<file path="src/rtl/axi_burst_master_pkg.sv">
// Shared definitions for the AXI4 burst master: FSM encoding and AXI constant codes.
// Imported by axi_burst_master.
package axi_burst_master_pkg;

   typedef enum logic [2:0] {
      ST_IDLE = 3'd0,
      ST_AR   = 3'd1,
      ST_R    = 3'd2,
      ST_AW   = 3'd3,
      ST_W    = 3'd4,
      ST_B    = 3'd5
   } state_t;

   localparam logic [1:0] AXI_BURST_INCR = 2'b01;
   localparam logic [1:0] AXI_RESP_OKAY  = 2'b00;

endpackage

</file>
<file path="src/rtl/axi_burst_master.sv">
// AXI4 initiator: turns one request into one INCR read or write burst, one transaction at a time.
// Data streams are combinational pass-throughs; the slave generates the beat addresses.
module axi_burst_master
   import axi_burst_master_pkg::*;
#(
   parameter int DATA_WIDTH = 32,
   parameter int ADDR_WIDTH = 30,
   parameter int STRB_WIDTH = DATA_WIDTH / 8,
   parameter int ID_WIDTH   = 4,
   parameter int AXI_ID     = 0
) (
   input  logic                  clk,
   input  logic                  rst,
   input  logic                  req_valid,
   output logic                  req_ready,
   input  logic                  req_wen,
   input  logic [ADDR_WIDTH-1:0] req_addr,
   input  logic [7:0]            req_len,
   input  logic                  wr_valid,
   output logic                  wr_ready,
   input  logic [DATA_WIDTH-1:0] wr_data,
   input  logic [STRB_WIDTH-1:0] wr_strb,
   output logic                  rd_valid,
   input  logic                  rd_ready,
   output logic [DATA_WIDTH-1:0] rd_data,
   output logic                  rd_last,
   output logic                  done,
   output logic                  done_err,
   output logic [ID_WIDTH-1:0]   m_axi_awid,
   output logic [ADDR_WIDTH-1:0] m_axi_awaddr,
   output logic [7:0]            m_axi_awlen,
   output logic [2:0]            m_axi_awsize,
   output logic [1:0]            m_axi_awburst,
   output logic                  m_axi_awlock,
   output logic [3:0]            m_axi_awcache,
   output logic [2:0]            m_axi_awprot,
   output logic                  m_axi_awvalid,
   input  logic                  m_axi_awready,
   output logic [DATA_WIDTH-1:0] m_axi_wdata,
   output logic [STRB_WIDTH-1:0] m_axi_wstrb,
   output logic                  m_axi_wlast,
   output logic                  m_axi_wvalid,
   input  logic                  m_axi_wready,
   input  logic [ID_WIDTH-1:0]   m_axi_bid,
   input  logic [1:0]            m_axi_bresp,
   input  logic                  m_axi_bvalid,
   output logic                  m_axi_bready,
   output logic [ID_WIDTH-1:0]   m_axi_arid,
   output logic [ADDR_WIDTH-1:0] m_axi_araddr,
   output logic [7:0]            m_axi_arlen,
   output logic [2:0]            m_axi_arsize,
   output logic [1:0]            m_axi_arburst,
   output logic                  m_axi_arlock,
   output logic [3:0]            m_axi_arcache,
   output logic [2:0]            m_axi_arprot,
   output logic                  m_axi_arvalid,
   input  logic                  m_axi_arready,
   input  logic [ID_WIDTH-1:0]   m_axi_rid,
   input  logic [DATA_WIDTH-1:0] m_axi_rdata,
   input  logic [1:0]            m_axi_rresp,
   input  logic                  m_axi_rlast,
   input  logic                  m_axi_rvalid,
   output logic                  m_axi_rready
);

   localparam logic [2:0]          AXI_SIZE = 3'($clog2(STRB_WIDTH));
   localparam logic [ID_WIDTH-1:0] ID_VAL   = ID_WIDTH'(AXI_ID);

   state_t                  state, state_next;
   logic [ADDR_WIDTH-1:0]   addr_q;
   logic [7:0]              len_q;
   logic [7:0]              cnt_q;
   logic                    err_q;
   logic                    accept, w_fire, r_fire, last_beat, r_beat_err;

   assign accept     = req_valid && req_ready;
   assign w_fire     = (state == ST_W) && wr_valid && m_axi_wready;
   assign r_fire     = (state == ST_R) && m_axi_rvalid && rd_ready;
   assign last_beat  = (cnt_q == 8'd0);
   // A beat is bad if the slave flags an error or its rlast disagrees with our own count.
   assign r_beat_err = (m_axi_rresp != AXI_RESP_OKAY) || (m_axi_rlast != last_beat);

   // NOTE: state registers use non-blocking assignments so every flop samples pre-edge values.
   always_ff @(posedge clk) begin
      if (rst) begin
         state  <= ST_IDLE;
         addr_q <= '0;
         len_q  <= '0;
         cnt_q  <= '0;
         err_q  <= 1'b0;
      end else begin
         state <= state_next;
         if (accept) begin
            addr_q <= req_addr;
            len_q  <= req_len;
            cnt_q  <= req_len;
            err_q  <= 1'b0;
         end
         if ((w_fire || r_fire) && !last_beat) cnt_q <= cnt_q - 8'd1;
         if (r_fire && r_beat_err) err_q <= 1'b1;
      end
   end

   // NOTE: every output of this block gets a default first, so no path can infer a latch.
   always_comb begin
      state_next    = state;
      req_ready     = 1'b0;
      m_axi_awvalid = 1'b0;
      m_axi_wvalid  = 1'b0;
      m_axi_bready  = 1'b0;
      m_axi_arvalid = 1'b0;
      m_axi_rready  = 1'b0;
      wr_ready      = 1'b0;
      rd_valid      = 1'b0;
      rd_last       = 1'b0;
      done          = 1'b0;
      done_err      = 1'b0;
      case (state)
         ST_IDLE: begin
            req_ready = 1'b1;
            if (req_valid) state_next = req_wen ? ST_AW : ST_AR;
         end
         ST_AW: begin
            m_axi_awvalid = 1'b1;
            if (m_axi_awready) state_next = ST_W;
         end
         ST_W: begin
            m_axi_wvalid = wr_valid;
            wr_ready     = m_axi_wready;
            if (w_fire && last_beat) state_next = ST_B;
         end
         ST_B: begin
            m_axi_bready = 1'b1;
            if (m_axi_bvalid) begin
               done       = 1'b1;
               done_err   = (m_axi_bresp != AXI_RESP_OKAY);
               state_next = ST_IDLE;
            end
         end
         ST_AR: begin
            m_axi_arvalid = 1'b1;
            if (m_axi_arready) state_next = ST_R;
         end
         ST_R: begin
            rd_valid     = m_axi_rvalid;
            m_axi_rready = rd_ready;
            rd_last      = last_beat;
            if (r_fire && last_beat) begin
               done       = 1'b1;
               done_err   = err_q || r_beat_err;
               state_next = ST_IDLE;
            end
         end
         default: state_next = ST_IDLE;
      endcase
   end

   assign rd_data       = m_axi_rdata;
   assign m_axi_wdata   = wr_data;
   assign m_axi_wstrb   = wr_strb;
   assign m_axi_wlast   = last_beat;

   assign m_axi_awid    = ID_VAL;
   assign m_axi_awaddr  = addr_q;
   assign m_axi_awlen   = len_q;
   assign m_axi_awsize  = AXI_SIZE;
   assign m_axi_awburst = AXI_BURST_INCR;
   assign m_axi_awlock  = 1'b0;
   assign m_axi_awcache = 4'b0000;
   assign m_axi_awprot  = 3'b000;

   assign m_axi_arid    = ID_VAL;
   assign m_axi_araddr  = addr_q;
   assign m_axi_arlen   = len_q;
   assign m_axi_arsize  = AXI_SIZE;
   assign m_axi_arburst = AXI_BURST_INCR;
   assign m_axi_arlock  = 1'b0;
   assign m_axi_arcache = 4'b0000;
   assign m_axi_arprot  = 3'b000;

   // Simulation-only sanity checks; synthesis ignores immediate assertions.
   always_ff @(posedge clk) begin
      if (!rst && accept)
         assert ((int'(req_addr[11:0]) + ((int'(req_len) + 1) << AXI_SIZE)) <= 4096)
         else $error("axi_burst_master: burst at 0x%0h len %0d crosses a 4KB boundary", req_addr, req_len);
      if (!rst && state == ST_B && m_axi_bvalid)
         assert (m_axi_bid == ID_VAL) else $error("axi_burst_master: unexpected bid %0d", m_axi_bid);
      if (!rst && state == ST_R && m_axi_rvalid)
         assert (m_axi_rid == ID_VAL) else $error("axi_burst_master: unexpected rid %0d", m_axi_rid);
   end

endmodule

</file>
<file path="config.mk">
export PLATFORM = sky130hd
export DESIGN_NAME = axi_burst_master
export DESIGN_NICKNAME = d
export VERILOG_FILES = /design/src/rtl/axi_burst_master_pkg.sv /design/src/rtl/axi_burst_master.sv
export SDC_FILE = /design/constraint.sdc
export NUM_CORES = 1
export LEC_CHECK = 0
export ABC_AREA = 0
export BUFFER_PORTS_ARGS = -buffer_cell sky130_fd_sc_hd__buf_2
export CAP_MARGIN = 30
export CORE_AREA = 4 4 121 123
export DETAILED_ROUTE_END_ITERATION = 8
export DIE_AREA = 0 0 125 127
export GPL_ROUTABILITY_DRIVEN = 1
export HOLD_SLACK_MARGIN = 0.06
export PLACE_DENSITY_LB_ADDON = 0.08
export REMOVE_ABC_BUFFERS = 1
export SLEW_MARGIN = 0
export SYNTH_ARGS = -nofsm -noshare
export SYNTH_HDL_FRONTEND = slang
export SYNTH_SLANG_ARGS = --single-unit
</file>
<file path="constraint.sdc">
create_clock -name clk -period 2.3 [get_ports clk]
set_input_delay 0 -clock clk [delete_from_list [all_inputs] [get_ports clk]]
set_output_delay 0 -clock clk [all_outputs]
set_load 0.05 [all_outputs]
</file>
==> out/metrics.yaml <==
critical_path.top_delay_family: "simple AND/OR/NAND/NOR gates"
p_total_w: 0.00499
reg2reg_depth: 6
die-area_um2: 15900
drv_slew: 0
crit_type: "reg2out"
layout_common_cells: "buf_2, dlygate4sd3_1, nand2_1, dfxtp_1, a21oi_1"
dp_hpwl_mm: 13.2
synthTopCellsByArea: "buf_4, dfxtp_1, nand2_1"
grt_util_met1_pct: 27.1
cts-root-buf: "clkbuf_16"
power.internal_w: 0.00230
grt_pass1_wl_mm: 22.8
max_stage_delay_ns: 0.45
rsz0062_at_grt: "false"
via_per_inst: 4.30
finalCriticalPeriod_ns: 2.13
fp.dieW_um: 125
synth_ff_type: "dfxtp_1"
swShare_pct: 53.8
grt_usage_pct: 19.8
postRouteAntennaNets: 0
clk_path_buf_depth: 2
path_cells: "inv_1, ha_1, or4b_1, nand2b_4, o32ai_1, buf_2"
yosysTopAreaCellShare_pct: 32.1
final_cells: 749
max_slew.worst_pin.slew_ns: 0.678
slowest_stage: "or4b_1"
clk_pin_slew_ns: 0.07
ys_ff_latch: 50
area_delta_synth_final_pct: 38.5
insertion_delay_ns: 0.29
skew_ns: 0.00658
routed_wirelength_mm: 16.7
drive_gt1_share_pct: 29.2
finalWeightedCongestion: 0.787
worst-path-max-fanout: 9
drv_cap: 0
layout.nets: 696
ir_worst_vdd_v: 0.000397
dpl_worst_slack_ns: 0.450
worst_slack_ns: 0.173
whs_path_depth: 3
hp-class: "in2reg"
tns_ns: 0
hold_viol_final: 0
seq_area_frac_synth_pct: 30.5
synthesis.instances: 426
grt_max_degree: 48
drtIter0Drc: 278
p_clk_share_pct: 17.3
grt_util_met3_pct: 4.35
yosys.area.top_type: "buf_4"
coreArea_um2: 13700
min_to: "err_q$_SDFFE_PP0P_"
power_frac_seq_pct: 23.3
crit_path_start_kind: "flip-flop"
yosys_warnings: 0
grt_pass1_vias: 2936
antenna_found_initial: 7
htreeDepth: 2
nFillCells: 1485
io_pins: 320
ys_types: 48
post_cts_buffers: 0
power_switching_w: 0.00269
cp.required_ns: 2.30
clock_sinks: 50
syn_avg_cell_area_um2: 7.69
arrival_ns: 2.13
overflow: 0
slew_headroom_pct: 54.7
ys_async_sr_fraction_pct: 0
cts_resized: 0
pwr_density_cell_nw_per_um2: 1100
port_buffers: 141
r2r_start: "cnt_q[0]$_SDFFE_PP0P_"
setup_viol: 0
r2r-end: "state[1]$_SDFFE_PP0P_"
combPwrFrac_pct: 59.5
synth-edff-count: 0
top_usage_layer: "met2"
min_from: "m_axi_rresp[1]"
place_inst: 629
drt_first_pass_iters: 4
status: "completed"
grtUsageMet2_pct: 32.9
syn_area_um2: 3280
drc: 0
die_height_um: 127
p_leak_nw: 2.13
max_freq_mhz: 470
min_period_over_period_pct: 92.5
start_util_pct: 24.0
cts_buffers: 5
path_buf_inv: 2
row_count: 43
crit_path_end_kind: "output pin"
cts_tree: "done"
final_common_cell: "buf_2"
wire_per_inst_um: 22.3
num_vias: 3223
reg2reg_slack_ns: 0.45
hold_buffers: 108
-- metal layers --
layer  up-vias  wire [um]
li1       1512          -
met1      1508       7500
met2       178       7900
met3        17       1150
met4         8        146
met5         -         50
-- final cells by class --
cell class	count	area (um^2)	share of cell area (%)
repair buffers	260	1880	41.5
clock buffers	7	133	2.92
well taps	180	225	4.96
inverters	4	15.0	0.331
multi-input cells	243	1240	27.4
flip-flops and latches	50	1000	22.1
diodes	4	10.0	0.221
clock inverters	1	30.0	0.662
-- worst reg2reg max path, cell delays in order, from the launching register on --
cell      delay, ns
dfxtp_1        0.35
inv_1          0.09
ha_1           0.13
or4b_1         0.45
nand2b_4       0.21
a221o_1        0.39
mux2i_1        0.12
-- cells by family (layout without fill, tap and decap cells) --
group / after synthesis / in the layout / share of synthesized area, %
buffers and inverters: 165 / 272 / 35.4
AND/OR/NAND/NOR: 131 / 131 / 18.7
AO/OA/AOI/OAI: 73 / 73 / 13.4
flip-flops: 50 / 50 / 30.5
multiplexers: 3 / 3 / 0.993
adder cells (fa/ha/maj): 2 / 2 / 0.764
other: 2 / 38 / 0.229
-- Yosys cell counts, drive strengths merged (3+ instances only) --
library cell	count
a21oi	41
and2	5
nor3	5
dfxtp	50
nor2	7
o211ai	4
a31oi	6
o22ai	3
nor3b	3
or3	3
clkbuf	14
nand2b	6
nand2	85
buf	147
nor4b	3
nand3	3
o21ai	5
inv	4
-- how the worst max path moves through the flow --
stage,start,to,depth (start not counted)
floorplan,state[0]$_SDFFE_PP0P_,cnt_q[4]$_SDFFE_PP0P_,4
global placement,cnt_q[0]$_SDFFE_PP0P_,state[1]$_SDFFE_PP0P_,6
detailed placement,cnt_q[0]$_SDFFE_PP0P_,state[1]$_SDFFE_PP0P_,6
CTS,cnt_q[0]$_SDFFE_PP0P_,done_err,6
global route,cnt_q[0]$_SDFFE_PP0P_,done_err,6
finish,cnt_q[0]$_SDFFE_PP0P_,done_err,6
-- through the flow --
stage / instance area, um^2 / hold slack (ns) / utilization [%]
after floorplan: 2250 / 0 / -
after global placement: 3290 / 0.000370 / 24.0
after detailed placement: 3290 / 0.000370 / 24.0
after CTS: 4530 / 0.0729 / 33.1
after global routing: 4530 / 0.0880 / 33.2
final: 4540 / 0.0820 / 33.2
-- power groups by stage --
| stage | combinational [W] | clock (W) | sequential [W] |
|---|---|---|---|
| 2_1_floorplan | 0.00101 | 0 | 0.00202 |
| 3_3_place_gp | 0.00256 | 0 | 0.00117 |
| 3_5_place_dp | 0.00256 | 0 | 0.00118 |
| 4_1_cts | 0.00299 | 0.000903 | 0.00116 |
| 5_1_grt | 0.00313 | 0.000932 | 0.00119 |
| 6_report | 0.00297 | 0.000863 | 0.00116 |
-- state kept, by name, indices dropped and copies added (netlist names) --
name	count
cnt_q	8
state	3
err_q	1
m_axi_arlen	8
m_axi_araddr	30
(Power assumes the default switching activity.)
